[src/rtl/pipeline_pkg.sv]
// Shared pipeline definitions: MDU FSM state encoding, MDU counter width and
// the architectural zero-register index.
package pipeline_pkg;

  localparam int unsigned MDU_CNT_W = 6;
  localparam logic [4:0]  REG_ZERO  = 5'd0;

  typedef enum logic {
    IDLE = 1'b0,
    BUSY = 1'b1
  } mdu_state_e;

endpackage

[src/rtl/mdu_busy_counter.sv]
// Multiply/divide occupancy tracker: a start in IDLE holds o_busy high for
// exactly MDU_LATENCY cycles. Starts arriving while BUSY are ignored.
module mdu_busy_counter
  import pipeline_pkg::*;
#(
  parameter int unsigned MDU_LATENCY = 32
) (
  input  logic i_clk,
  input  logic i_rst_n,
  input  logic i_start,
  output logic o_busy
);

  localparam logic [MDU_CNT_W-1:0] LAT = MDU_CNT_W'(MDU_LATENCY);

  mdu_state_e           r_state;
  logic [MDU_CNT_W-1:0] r_cnt;
  logic                 r_busy;

  always_ff @(posedge i_clk or negedge i_rst_n) begin
    if (!i_rst_n) begin
      r_state <= IDLE;
      r_cnt   <= '0;
      r_busy  <= 1'b0;
    end else begin
      case (r_state)
        IDLE: begin
          if (i_start) begin
            r_state <= BUSY;
            r_cnt   <= LAT;
            r_busy  <= 1'b1;
          end
        end
        BUSY: begin
          r_cnt <= r_cnt - 1'b1;
          // Leaving on the edge where the count hits zero keeps busy == (cnt != 0).
          if (r_cnt == MDU_CNT_W'(1)) begin
            r_state <= IDLE;
            r_busy  <= 1'b0;
          end
        end
        default: begin
          r_state <= IDLE;
          r_cnt   <= '0;
          r_busy  <= 1'b0;
        end
      endcase
    end
  end

  assign o_busy = r_busy;

endmodule

[src/rtl/hazard_control.sv]
// Pipeline hazard unit: load-use and MDU stalls, taken-branch IF/ID flush.
// Define HAZARD_DELAY_SLOT_EN to honour a branch delay slot (no branch flush).
module hazard_control
  import pipeline_pkg::*;
#(
  parameter int unsigned MDU_LATENCY = 32
) (
  input  logic       CLOCK,
  input  logic       RESET,
  input  logic [4:0] ReadRegA_IN,
  input  logic [4:0] ReadRegB_IN,
  input  logic       UsesA_IN,
  input  logic       UsesB_IN,
  input  logic       UsesHILO_IN,
  input  logic       BranchTaken_IN,
  input  logic       EXMemRead_IN,
  input  logic [4:0] EXWriteRegister_IN,
  input  logic       MDUStart_IN,
  output logic       STALL_PC,
  output logic       STALL_IFID,
  output logic       FLUSH_IFID,
  output logic       STALL_IDEXE,
  output logic       FLUSH_IDEXE,
  output logic       MDUBusy_OUT
);

  logic w_mdu_busy;
  logic w_load_use;
  logic w_mdu_hazard;
  logic w_hazard;
  logic w_branch_flush;

  mdu_busy_counter #(
    .MDU_LATENCY(MDU_LATENCY)
  ) u_mdu_busy_counter (
    .i_clk   (CLOCK),
    .i_rst_n (RESET),
    .i_start (MDUStart_IN),
    .o_busy  (w_mdu_busy)
  );

  always_comb begin
    w_load_use = 1'b0;
    if (EXMemRead_IN && (EXWriteRegister_IN != REG_ZERO)) begin
      w_load_use = (UsesA_IN && (ReadRegA_IN == EXWriteRegister_IN)) ||
                   (UsesB_IN && (ReadRegB_IN == EXWriteRegister_IN));
    end
  end

  assign w_mdu_hazard = w_mdu_busy && UsesHILO_IN;
  assign w_hazard     = w_load_use || w_mdu_hazard;

`ifdef HAZARD_DELAY_SLOT_EN
  // The delay-slot instruction always executes, so a branch never squashes IF/ID.
  assign w_branch_flush = 1'b0 & BranchTaken_IN;
`else
  // Branch operands are not valid while stalled, so a stall masks the flush.
  assign w_branch_flush = BranchTaken_IN && !w_hazard;
`endif

  assign STALL_PC    = w_hazard;
  assign STALL_IFID  = w_hazard;
  assign FLUSH_IDEXE = w_hazard;
  assign STALL_IDEXE = 1'b0;
  assign FLUSH_IFID  = w_branch_flush;
  assign MDUBusy_OUT = w_mdu_busy;

endmodule

[config.mk]
export PLATFORM = sky130hd
export DESIGN_NAME = hazard_control
export DESIGN_NICKNAME = d
export VERILOG_FILES = /design/src/rtl/pipeline_pkg.sv /design/src/rtl/mdu_busy_counter.sv /design/src/rtl/hazard_control.sv
export SDC_FILE = /design/constraint.sdc
export NUM_CORES = 1
export LEC_CHECK = 0
export ABC_AREA = 1
export BUFFER_PORTS_ARGS = -buffer_cell sky130_fd_sc_hd__buf_2
export CORE_MARGIN = 1.5
export CORE_UTILIZATION = 45
export CTS_CLUSTER_SIZE = 16
export DETAILED_ROUTE_END_ITERATION = 10
export PLACE_DENSITY = 0.77
export SETUP_SLACK_MARGIN = 0.5
export SYNTH_ARGS = -nofsm -noshare
export SYNTH_HDL_FRONTEND = slang
export SYNTH_SLANG_ARGS = --single-unit
[constraint.sdc]
create_clock -name CLOCK -period 2.31 [get_ports CLOCK]
set_input_delay 0.462 -clock CLOCK [delete_from_list [all_inputs] [get_ports CLOCK]]
set_output_delay 0.462 -clock CLOCK [all_outputs]
set_load 0.03 [all_outputs]
==> flow_summary.rst <==
.. list-table::
   :header-rows: 1

   * - Metric
     - Value
   * - Status
     - complete, no violations
   * - Max Clock Freq
     - 567 MHz
   * - Max_cap viols
     - 0
   * - Number of instances in the synthesized netlist
     - 110
   * - Commonest non-fill, non-tap cell in the layout
     - nand2_1
   * - Crit path arrival time
     - 1.30 ns
   * - Endpoints failing setup
     - 0
   * - Library cell used as clock root buffer
     - clkbuf_4
   * - HPWL reported at the end of detailed placement
     - 1.05 mm
   * - Period utilization
     - 76.3%
   * - Floorplan core area
     - 0.00132 mm²
   * - Number of gates resized after CTS
     - 0
   * - Largest net degree at the start of global routing
     - 9
   * - Drt first pass iters
     - 4
   * - Setup TNS
     - 0 ns
   * - Reg-to-Reg Start
     - u_mdu_busy_counter.r_cnt[2]
   * - Maximum single-stage delay on the critical path
     - 0.14 ns
   * - Element type at the critical path start
     - input pin
   * - Layout area overhead
     - 39.8%
   * - Worst Setup Path Type
     - in2out
   * - Global-route usage over all layers
     - 18.5%
   * - Final-stage net count
     - 164
   * - DIE AREA
     - 0.00168 mm²
   * - TritonCTS sink count
     - 8
   * - Height of the chip
     - 41.0 µm
   * - Routed length on met1
     - 583 µm
   * - Layout Skew
     - 0.00226 ns
   * - Slack of the worst reg-to-reg path
     - 1.26 ns
   * - Detailed-routed wire length on met2
     - 742 µm
   * - Average wire per standard cell
     - 9.30 µm
   * - Final-report max-slew violation count
     - 0
   * - Number of nets still failing antenna checks after routing
     - 0
   * - Wire length reported by the detailed router
     - 1.41 mm
   * - Clock slew seen by the registers of the worst setup and hold paths
     - 0.06 ns
   * - Number of antenna repair diodes
     - 0
   * - H-Tree Depth
     - 1
   * - PnR Total Power
     - 0.000750 W
   * - CTS tree
     - done
   * - Number of setup buffers added after CTS
     - 0
   * - Post-layout minimum cycle time
     - 1.76 ns
   * - Starting density of the core
     - 49.4%
   * - Distinct cells, synth
     - 17
   * - Cell area after synthesis
     - 651 µm²
   * - Clock Latency Late Sink
     - 0.25 ns
   * - Vias in the first global route
     - 553
   * - Mapped Nets
     - 135
   * - Smallest hold slack
     - 0.0418 ns
   * - Iteration-0 DRC Markers
     - 11
   * - Delay-heaviest family, CP
     - simple AND/OR/NAND/NOR gates
   * - Final GP Congestion
     - 0.785
   * - I/O pin count
     - 29
   * - Die Span X
     - 41.0 µm
   * - Buffers added on ports
     - 27
   * - Unrepaired setup endpoints after global routing
     - yes
   * - Leakage component of the power
     - 0.543 nW
   * - Total grt overflow
     - 0
   * - CP bufs+invs
     - 3
   * - Number of buffers inserted during clock tree synthesis
     - 3
   * - Number of cells after detailed placement
     - 149
   * - Element type at the critical path end
     - output pin
   * - Number of antenna violations at the first check in global routing
     - 0
   * - Met3 Wirelength
     - 82 µm
   * - Portion of the post-synthesis area used by sequential elements
     - 30.8%
   * - Yosys Warn Count
     - 0
   * - Most frequent cells in the layout
     - 27 x nand2_1, 16 x buf_2, 13 x inv_1
   * - FF-to-FF End
     - u_mdu_busy_counter.o_busy
   * - Areal power density over the cells
     - 824 mW/mm²
   * - Vias per std cell
     - 4.68
   * - First-pass GRT wire length
     - 2.01 mm
   * - CP max-delay cell
     - buf_6
   * - Max rail drop VDD
     - 500 µV
   * - Critical Path RT
     - 1.85 ns
   * - Number of endpoints with negative hold slack in the final report
     - 0
   * - Cell occurring most often along the worst timing path
     - nand2_2
   * - Number of buffers inserted by hold repair at cts
     - 0
   * - Post-route non-filler standard cell count
     - 152
   * - Critical path, cell by cell
     - buf_8 -> inv_6 -> nand2_2 -> nand2_2 -> nor2_2 -> nand3_1 -> nand2_1 -> nand2_2 -> nand2_2 -> nor2_2 -> buf_6
   * - Mapped Avg Cell Area
     - 5.91 µm²
   * - Highest routed layer
     - met4
   * - Vias
     - 712
   * - #FFs+latches synth
     - 8
   * - Worst hold path class
     - in2async
   * - Post-layout utilization of the core
     - 69.0%
   * - Number of design rule violations left after detail routing
     - 0
   * - Worst r2r path cells
     - 5
   * - Share of post-route cells with drive strength above 1
     - 41.6%
   * - Max Fanout on Critical Path
     - 4
   * - FP Rows
     - 13
   * - Clk buf depth
     - 2
==> worst reg2reg max path, delay by kind of cell, from the launching register on <==
kind / cells / cell delay, ns
flops: 1 / 0.40
compound gates: 1 / 0.10
simple gates: 2 / 0.33
buf+inv: 2 / 0.11
==> power by group <==
group / switching [W] / internal, W
combinational: 0.000216 / 0.000158
sequential: 0.0000580 / 0.000209
clock: 0.0000484 / 0.0000595
total: 0.000323 / 0.000427
==> flip-flops by register name (all words and copies together) (netlist names) <==
signal and flops:
u_mdu_busy_counter.o_busy 1, u_mdu_busy_counter.r_cnt 6, u_mdu_busy_counter.r_state 1
==> logic make-up (layout without fill, tap and decap cells) <==
kind of cell	Yosys count	count (layout)	synth area share, %
and+or+nand+nor	60	60	38.5
other	1	1	0.576
buffers and inverters	29	56	18.5
AOI/OAI and AO/OA	10	10	7.88
adders and majority gates	2	2	3.85
DFF	8	8	30.8
==> area by class of cell <==
type / count / area [µm²]
inverter: 26 / 113
timing repair buffer: 27 / 200
sequential: 8 / 200
clock buffer: 3 / 22.5
multi-input combinational: 73 / 355
fill: 120 / 408
tap: 15 / 18.8
==> synthesized netlist by cell type <==
cell	count	area [µm²]
nand2_1	37	139
inv_1	17	63.8
nor2_1	10	37.5
inv_2	9	33.8
dfrtp_1	8	200
o21ai_1	7	35.0
nand3_1	6	30.0
buf_4	3	22.5
nor2_2	3	18.8
ha_1	2	25.0
nand4_1	2	12.5
a21oi_1	1	5.00
conb_1	1	3.75
nand2_2	1	6.26
o21ai_0	1	5.00
o22ai_1	1	6.26
or2_1	1	6.26
==> metrics by stage <==
step | cell area, µm² | worst slack (ns)
2_1_floorplan | 651 | 0.578
3_3_place_gp | 782 | 0.535
3_5_place_dp | 782 | 0.511
4_1_cts | 805 | 0.508
5_1_grt | 910 | 0.436
6_report | 910 | 0.548
==> how the worst max path moves through the flow <==
stage                     cells after the start             startpoint          to  slack, ns
after floorplan                               7  EXWriteRegister_IN[3]  FLUSH_IFID       0.58
after global placement                        9  EXWriteRegister_IN[3]  FLUSH_IFID       0.53
after detailed placement                      9  EXWriteRegister_IN[3]  FLUSH_IFID       0.51
after CTS                                     9  EXWriteRegister_IN[3]  FLUSH_IFID       0.51
after global routing                         11  EXWriteRegister_IN[3]  FLUSH_IFID       0.44
final                                        11  EXWriteRegister_IN[3]  FLUSH_IFID       0.55
==> routing by layer <==
layer | GRT usage (%) | vias to the layer above
li1 | - | 384
met1 | 21.2 | 306
met2 | 33.2 | 20
met3 | 1.63 | 2
met4 | 10.0 | 0
met5 | 0 | -
Note: power is estimated with default switching activity, not from simulation.
